## src/rtl/ip_tile_alu_result_fifo.sv

```systemverilog
// Capture FIFO for the ALU tile result word.
// Samples {flags, result} into a small FIFO, presents the head entry to the host,
// and reports occupancy, sticky errors and accumulated ALU flags on csr_out.
module ip_tile_alu_result_fifo #(
    parameter int unsigned REG_WIDTH     = 32,
    parameter int unsigned CSR_IN_WIDTH  = 16,
    parameter int unsigned CSR_OUT_WIDTH = 16,
    parameter int unsigned DEPTH         = 8
) (
    input  logic                     clk,
    input  logic                     arst_n,
    input  logic [CSR_IN_WIDTH-1:0]  csr_in,
    input  logic [REG_WIDTH-1:0]     data_reg_a,
    input  logic [REG_WIDTH-1:0]     data_reg_b,
    output logic [REG_WIDTH-1:0]     data_reg_c,
    output logic [CSR_OUT_WIDTH-1:0] csr_out,
    output logic                     csr_in_re,
    output logic                     csr_out_we
);

    localparam logic [3:0] DEPTH_CNT = 4'(DEPTH);
    localparam logic [2:0] PTR_LAST  = 3'(DEPTH - 1);

    // Storage: {flags[3:0], result[7:0]}; not reset, visibility gated by count
    logic [11:0] mem_q [DEPTH];

    logic [2:0]  rd_ptr_q, rd_ptr_d;
    logic [2:0]  wr_ptr_q, wr_ptr_d;
    logic [3:0]  count_q, count_d;
    logic        pop_q;
    logic        ovf_q, ovf_d;
    logic        udf_q, udf_d;
    logic [3:0]  flag_acc_q, flag_acc_d;
    logic [3:0]  zdiv_cnt_q, zdiv_cnt_d;
    logic        re_q, we_q;

    logic        clear, push_req, pop_req, push_acc, pop_acc;
    logic [11:0] entry;
    logic [11:0] head;
    logic [15:0] status_q, status_d;

    logic unused_bits;
    assign unused_bits = ^{csr_in[CSR_IN_WIDTH-1:3], data_reg_a[27:8], data_reg_b[REG_WIDTH-1:1]};

    function automatic logic [2:0] ptr_inc(input logic [2:0] p);
        return (p == PTR_LAST) ? 3'd0 : p + 3'd1;
    endfunction

    function automatic logic [15:0] pack_status(input logic [3:0] cnt, input logic ovf,
                                                input logic udf, input logic [3:0] flags,
                                                input logic [3:0] zdiv);
        return {zdiv, flags, udf, ovf, (cnt == DEPTH_CNT), (cnt == 4'd0), cnt};
    endfunction

    assign clear    = csr_in[1];
    assign push_req = csr_in[2] & data_reg_b[0];
    // Pop is edge-detected so a held request pops only once
    assign pop_req  = csr_in[0] & ~pop_q;
    assign entry    = {data_reg_a[31:28], data_reg_a[7:0]};

    // A full FIFO can still take a push when a pop frees a slot in the same cycle
    assign pop_acc  = ~clear & pop_req & (count_q != 4'd0);
    assign push_acc = ~clear & push_req & ((count_q < DEPTH_CNT) | pop_acc);

    // Next-state for pointers, occupancy, sticky bits and flag statistics
    always_comb begin
        rd_ptr_d   = rd_ptr_q;
        wr_ptr_d   = wr_ptr_q;
        count_d    = count_q;
        ovf_d      = ovf_q;
        udf_d      = udf_q;
        flag_acc_d = flag_acc_q;
        zdiv_cnt_d = zdiv_cnt_q;
        if (clear) begin
            rd_ptr_d   = 3'd0;
            wr_ptr_d   = 3'd0;
            count_d    = 4'd0;
            ovf_d      = 1'b0;
            udf_d      = 1'b0;
            flag_acc_d = 4'd0;
            zdiv_cnt_d = 4'd0;
        end else begin
            if (push_acc) begin
                wr_ptr_d   = ptr_inc(wr_ptr_q);
                flag_acc_d = flag_acc_q | entry[11:8];
                if (entry[9] && (zdiv_cnt_q != 4'hF)) begin
                    zdiv_cnt_d = zdiv_cnt_q + 4'd1;
                end
            end
            if (pop_acc) begin
                rd_ptr_d = ptr_inc(rd_ptr_q);
            end
            if (push_req && !push_acc) begin
                ovf_d = 1'b1;
            end
            if (pop_req && (count_q == 4'd0)) begin
                udf_d = 1'b1;
            end
            count_d = count_q + 4'(push_acc) - 4'(pop_acc);
        end
    end

    assign status_q = pack_status(count_q, ovf_q, udf_q, flag_acc_q, zdiv_cnt_q);
    assign status_d = pack_status(count_d, ovf_d, udf_d, flag_acc_d, zdiv_cnt_d);

    // State and event-pulse registers
    always_ff @(posedge clk or negedge arst_n) begin
        if (!arst_n) begin
            rd_ptr_q   <= 3'd0;
            wr_ptr_q   <= 3'd0;
            count_q    <= 4'd0;
            pop_q      <= 1'b0;
            ovf_q      <= 1'b0;
            udf_q      <= 1'b0;
            flag_acc_q <= 4'd0;
            zdiv_cnt_q <= 4'd0;
            re_q       <= 1'b0;
            we_q       <= 1'b0;
        end else begin
            rd_ptr_q   <= rd_ptr_d;
            wr_ptr_q   <= wr_ptr_d;
            count_q    <= count_d;
            pop_q      <= csr_in[0];
            ovf_q      <= ovf_d;
            udf_q      <= udf_d;
            flag_acc_q <= flag_acc_d;
            zdiv_cnt_q <= zdiv_cnt_d;
            re_q       <= pop_acc;
            // Clear always announces itself, even if status was already idle
            we_q       <= clear | (status_d != status_q);
        end
    end

    // Entry storage write
    always_ff @(posedge clk) begin
        if (push_acc) begin
            mem_q[wr_ptr_q] <= entry;
        end
    end

    assign head       = mem_q[rd_ptr_q];
    assign data_reg_c = (count_q != 4'd0) ?
                        {head[11:8], {(REG_WIDTH - 12){1'b0}}, head[7:0]} : '0;
    assign csr_out    = CSR_OUT_WIDTH'(status_q);
    assign csr_in_re  = re_q;
    assign csr_out_we = we_q;

endmodule
```

## config.mk

```make
export PLATFORM = sky130hd
export DESIGN_NAME = ip_tile_alu_result_fifo
export DESIGN_NICKNAME = d
export VERILOG_FILES = /design/src/rtl/ip_tile_alu_result_fifo.sv
export SDC_FILE = /design/constraint.sdc
export NUM_CORES = 1
export LEC_CHECK = 0
export CORE_MARGIN = 1.5
export CORE_UTILIZATION = 40
export CTS_CLUSTER_DIAMETER = 40
export DETAILED_ROUTE_END_ITERATION = 6
export GPL_TIMING_DRIVEN = 0
export PLACE_DENSITY = 0.65
export SYNTH_ARGS = -nofsm -noshare
export SYNTH_HDL_FRONTEND = slang
export SYNTH_SLANG_ARGS = --single-unit
```

## constraint.sdc

```tcl
create_clock -name clk -period 3.8 [get_ports clk]
set_input_delay 1.14 -clock clk [delete_from_list [all_inputs] [get_ports clk]]
set_output_delay 1.14 -clock clk [all_outputs]
set_load 0.005 [all_outputs]
```

==> results by group <==
Global routing
  • Most Used Layer, Global Route: met2
  • Grt met1 use: 0.230
  • Met2 Usage GRT: 0.272
  • Grt ovf: 0
  • GRT Total Usage: 0.170
  • GR Util met3: 0.0499
  • First-pass GRT wire length: 16700 microns
  • Largest net degree at the start of global routing: 24
  • Initial antenna violation count: 0
  • Vias in the first global route: 3066

Place
  • Placed cell areas: 6030 sq um
  • # port buffers: 46
  • Gpl congestion: 0.762
  • DP Wirelength: 6820 microns

Setup path
  • Crit path max-delay family: adder cells
  • Critical path buffers and inverters: 3
  • Worst Setup Start Kind: input pin
  • Worst R2R Setup Slack: 370 ps
  • Critical path class: input pin to flop
  • R2R Path Start: count_q[2]$_DFF_PN0_
  • Cell chain of the critical path: clkdlybuf4s15_1, or3b_4, o21a_4, nor2_8, inv_4, ha_1, inv_1, ha_2, fa_2, nor2_1, a21oi_2, xnor2_1, nor4_2, o31ai_1
  • Crit-path slowest cell: fa_2
  • Worst R2R Path Depth: 16
  • Endpoint class of the critical path: flop
  • CP startpoint: csr_in[0]
  • Crit path DAT: 3990 ps
  • Max stage delay on crit path: 560 ps
  • Req. time, crit path: 4110 ps
  • Crit path max fanout: 9
  • Crit Reg-Reg Endpoint: csr_out_we$_DFF_PN0_

Timing
  • Slew Limit Fails: 0
  • Headroom to the max-slew limit: 0.131
  • Final setup violation count: 0
  • Tightest Pin Transition: 1300 ps
  • Fmax: 0.271 GHz
  • Final worst-path cycle share: 0.969
  • Final Critical Period: 3680 ps
  • Hold Vio Cnt, Final: 0
  • Clock Skew: 7.33 ps

Power and ir drop
  • Leakage: 2.43 nW
  • P_sw: 0.000981 W
  • Pwr dens: 565 nW/um^2
  • Clk pwr share: 0.394
  • Sequential share of power: 0.394
  • Total power: 0.00375 W
  • Combinational power share: 0.212
  • Max VDD drop: 0.313 mV
  • Sw frac: 0.262
  • Int Power: 0.00277 W

Floorplan
  • DIE HEIGHT: 117 microns
  • Die width: 117 microns
  • Row count: 41
  • Initial Util: 0.410
  • Core ar.: 12600 sq um
  • # IOs: 132
  • Die area: 13600 sq um

Cells and area
  • Diode count: 0
  • Fillers: 1074
  • Design area: 6640 sq um
  • Layout Area Growth over Synthesis: 28.2%
  • Final core occ: 0.526
  • Final layout net count: 505
  • Share of layout cells above drive strength 1: 0.271

Logic synthesis
  • Top FF cell, synth: edfxtp_1
  • Post-Synthesis Cell Area: 5180 sq um
  • Netlist cell types: 47
  • Post-synth EDFFs: 96
  • FF+latch count, synth: 119
  • Cells after Synth: 319
  • Asr flop ratio synth: 0.193
  • Synth warn: 0
  • Sequential area share after synthesis: 0.668
  • Avg Cell Area, Syn: 16.2 sq um

Route
  • Initial detailed-routing violation count: 166
  • Drt drc: 0
  • Routed vias: 2952
  • Routed Antenna Nets: 0
  • Drt first pass iters: 4
  • DR vias/cell: 4.95
  • Drt total wl: 10500 microns
  • DR WL/cell: 17.7 microns

Clocking
  • Clk_lat worst skew: 400 ps
  • Clock buffer depth: 2
  • H-tree levels: 4
  • Inserted Clock Buffers: 17
  • Clock root buffer: clkbuf_16
  • Worst-path clk slew: 60 ps
  • Clock sinks: 119
  • CTS tree: built
  • CTS Hold Bufs: 0

Min path
  • Hold crit path type: flop to flop
  • WHS Endpoint: zdiv_cnt_q[2]$_DFF_PN0_
  • Hold Startpoint: zdiv_cnt_q[2]$_DFF_PN0_
  • Hold depth: 1

Run status
  • Status: completed

Run
  • Max Cap Viol: 0
[state kept, by name, indices dropped and copies added, names as in the netlist]
name	count
mem_q	96
count_q	4
flag_acc_q	4
zdiv_cnt_q	4
rd_ptr_q	3
wr_ptr_q	3
csr_in_re	1
csr_out_we	1
ovf_q	1
pop_q	1
udf_q	1
[cell families after synthesis]
logic type / share of synthesized area
XOR/XNOR: 0.0118
AO/OA/AOI/OAI: 0.0268
AND/OR/NAND/NOR: 0.0776
flip-flops: 0.668
other: 0.000724
multiplexers: 0.133
buffers and inverters: 0.0512
adder cells (fa/ha/maj): 0.0304
[power by group through the flow]
stage | combinational (W) | sequential [W] | clock, W
final | 0.000793 | 0.00148 | 0.00148
after global routing | 0.000876 | 0.00148 | 0.00156
after CTS | 0.000772 | 0.00148 | 0.00150
after detailed placement | 0.000755 | 0.00151 | 0
after global placement | 0.000737 | 0.00151 | 0
after floorplan | 0.000436 | 0.00150 | 0
[stage by stage]
| step | setup WS [ps] | TNS [ps] | instances | hold WS (ps) |
|---|---|---|---|---|
| final | 117 | 0 | 596 | 535 |
| after global placement | -1640 | -74330 | 556 | 508 |
| after detailed placement | -654 | -12080 | 562 | 521 |
| after global routing | -4.95 | -4.95 | 596 | 568 |
| after floorplan | 10.5 | 0 | 338 | 485 |
| after CTS | -34.4 | -34.4 | 595 | 537 |
[synthesized netlist by cell type, types with 2 or more instances]
| master | instances | share of area |
|---|---|---|
| a22o_1 | 2 | 0.0034 |
| nand3_1 | 5 | 0.0048 |
| nand2b_1 | 4 | 0.0048 |
| xnor2_1 | 5 | 0.0085 |
| ha_1 | 11 | 0.027 |
| nand2_1 | 14 | 0.010 |
| buf_4 | 22 | 0.032 |
| dfrtp_1 | 23 | 0.11 |
| edfxtp_1 | 96 | 0.56 |
| mux2i_1 | 15 | 0.029 |
| nor2b_1 | 5 | 0.0060 |
| buf_1 | 2 | 0.0015 |
| nor3_1 | 7 | 0.0068 |
| buf_2 | 3 | 0.0029 |
| a21oi_1 | 5 | 0.0048 |
| nor4_1 | 3 | 0.0036 |
| or3_1 | 2 | 0.0024 |
| inv_1 | 8 | 0.0058 |
| clkbuf_1 | 7 | 0.0051 |
| nor2_1 | 27 | 0.020 |
| xor2_1 | 2 | 0.0034 |
| o21ai_0 | 3 | 0.0029 |
| mux4_2 | 24 | 0.10 |
[per-layer routing]
metal,up-vias,share of wire
met5,-,0
met4,0,0.0098
met3,14,0.073
met2,121,0.47
met1,1466,0.44
li1,1351,-
[layout by cell type (no fill, tap or decap), types with 2 or more instances in the layout]
cell,instances
edfxtp_1,96
clkdlybuf4s50_1,45
buf_4,28
nor2_1,27
mux4_2,24
dfrtp_1,22
conb_1,20
clkbuf_16,17
mux2i_1,15
nand2_1,14
ha_1,10
inv_1,8
buf_6,7
nand3_1,5
nor2b_1,5
clkbuf_1,4
a21oi_1,4
xnor2_1,4
nand2b_1,4
nor3_2,4
clkinv_2,4
inv_6,4
clkbuf_2,3
nor4_2,3
nor3_1,3
o21ai_0,3
clkinv_4,3
a22o_1,2
a21oi_2,2
xor2_1,2
or3_1,2
clkinvlp_4,2
[worst max-delay path by stage]
stage | to | slack [ps] | cells after the start
after detailed placement | csr_out_we$_DFF_PN0_ | -650 | 14
after floorplan | csr_out_we$_DFF_PN0_ | 10 | 14
after CTS | data_reg_c[28] | -30 | 6
after global placement | mem_q[0][3]$_DFFE_PP_ | -1640 | 6
after global routing | csr_out_we$_DFF_PN0_ | -5 | 14
final | csr_out_we$_DFF_PN0_ | 120 | 14
[timing repair]
action | CTS | global route
gates cloned | 0 | 0
setup endpoints to repair | 14 | 14
pin swaps | 3 | 4
resized for setup | 9 | 10
buffers inserted | 1 | 2
[area by class of cell]
cell class / instances / area [sq um] / area share
buffer: 34 / 245 / 0.0369
inverter: 10 / 40.0 / 0.00603
timing repair buffer: 55 / 543 / 0.0818
clock buffer: 18 / 429 / 0.0646
tap: 172 / 215 / 0.0324
clock inverter: 14 / 126 / 0.0190
sequential: 119 / 3460 / 0.521
multi-input combinational: 174 / 1580 / 0.238
(Power assumes the default switching activity.)
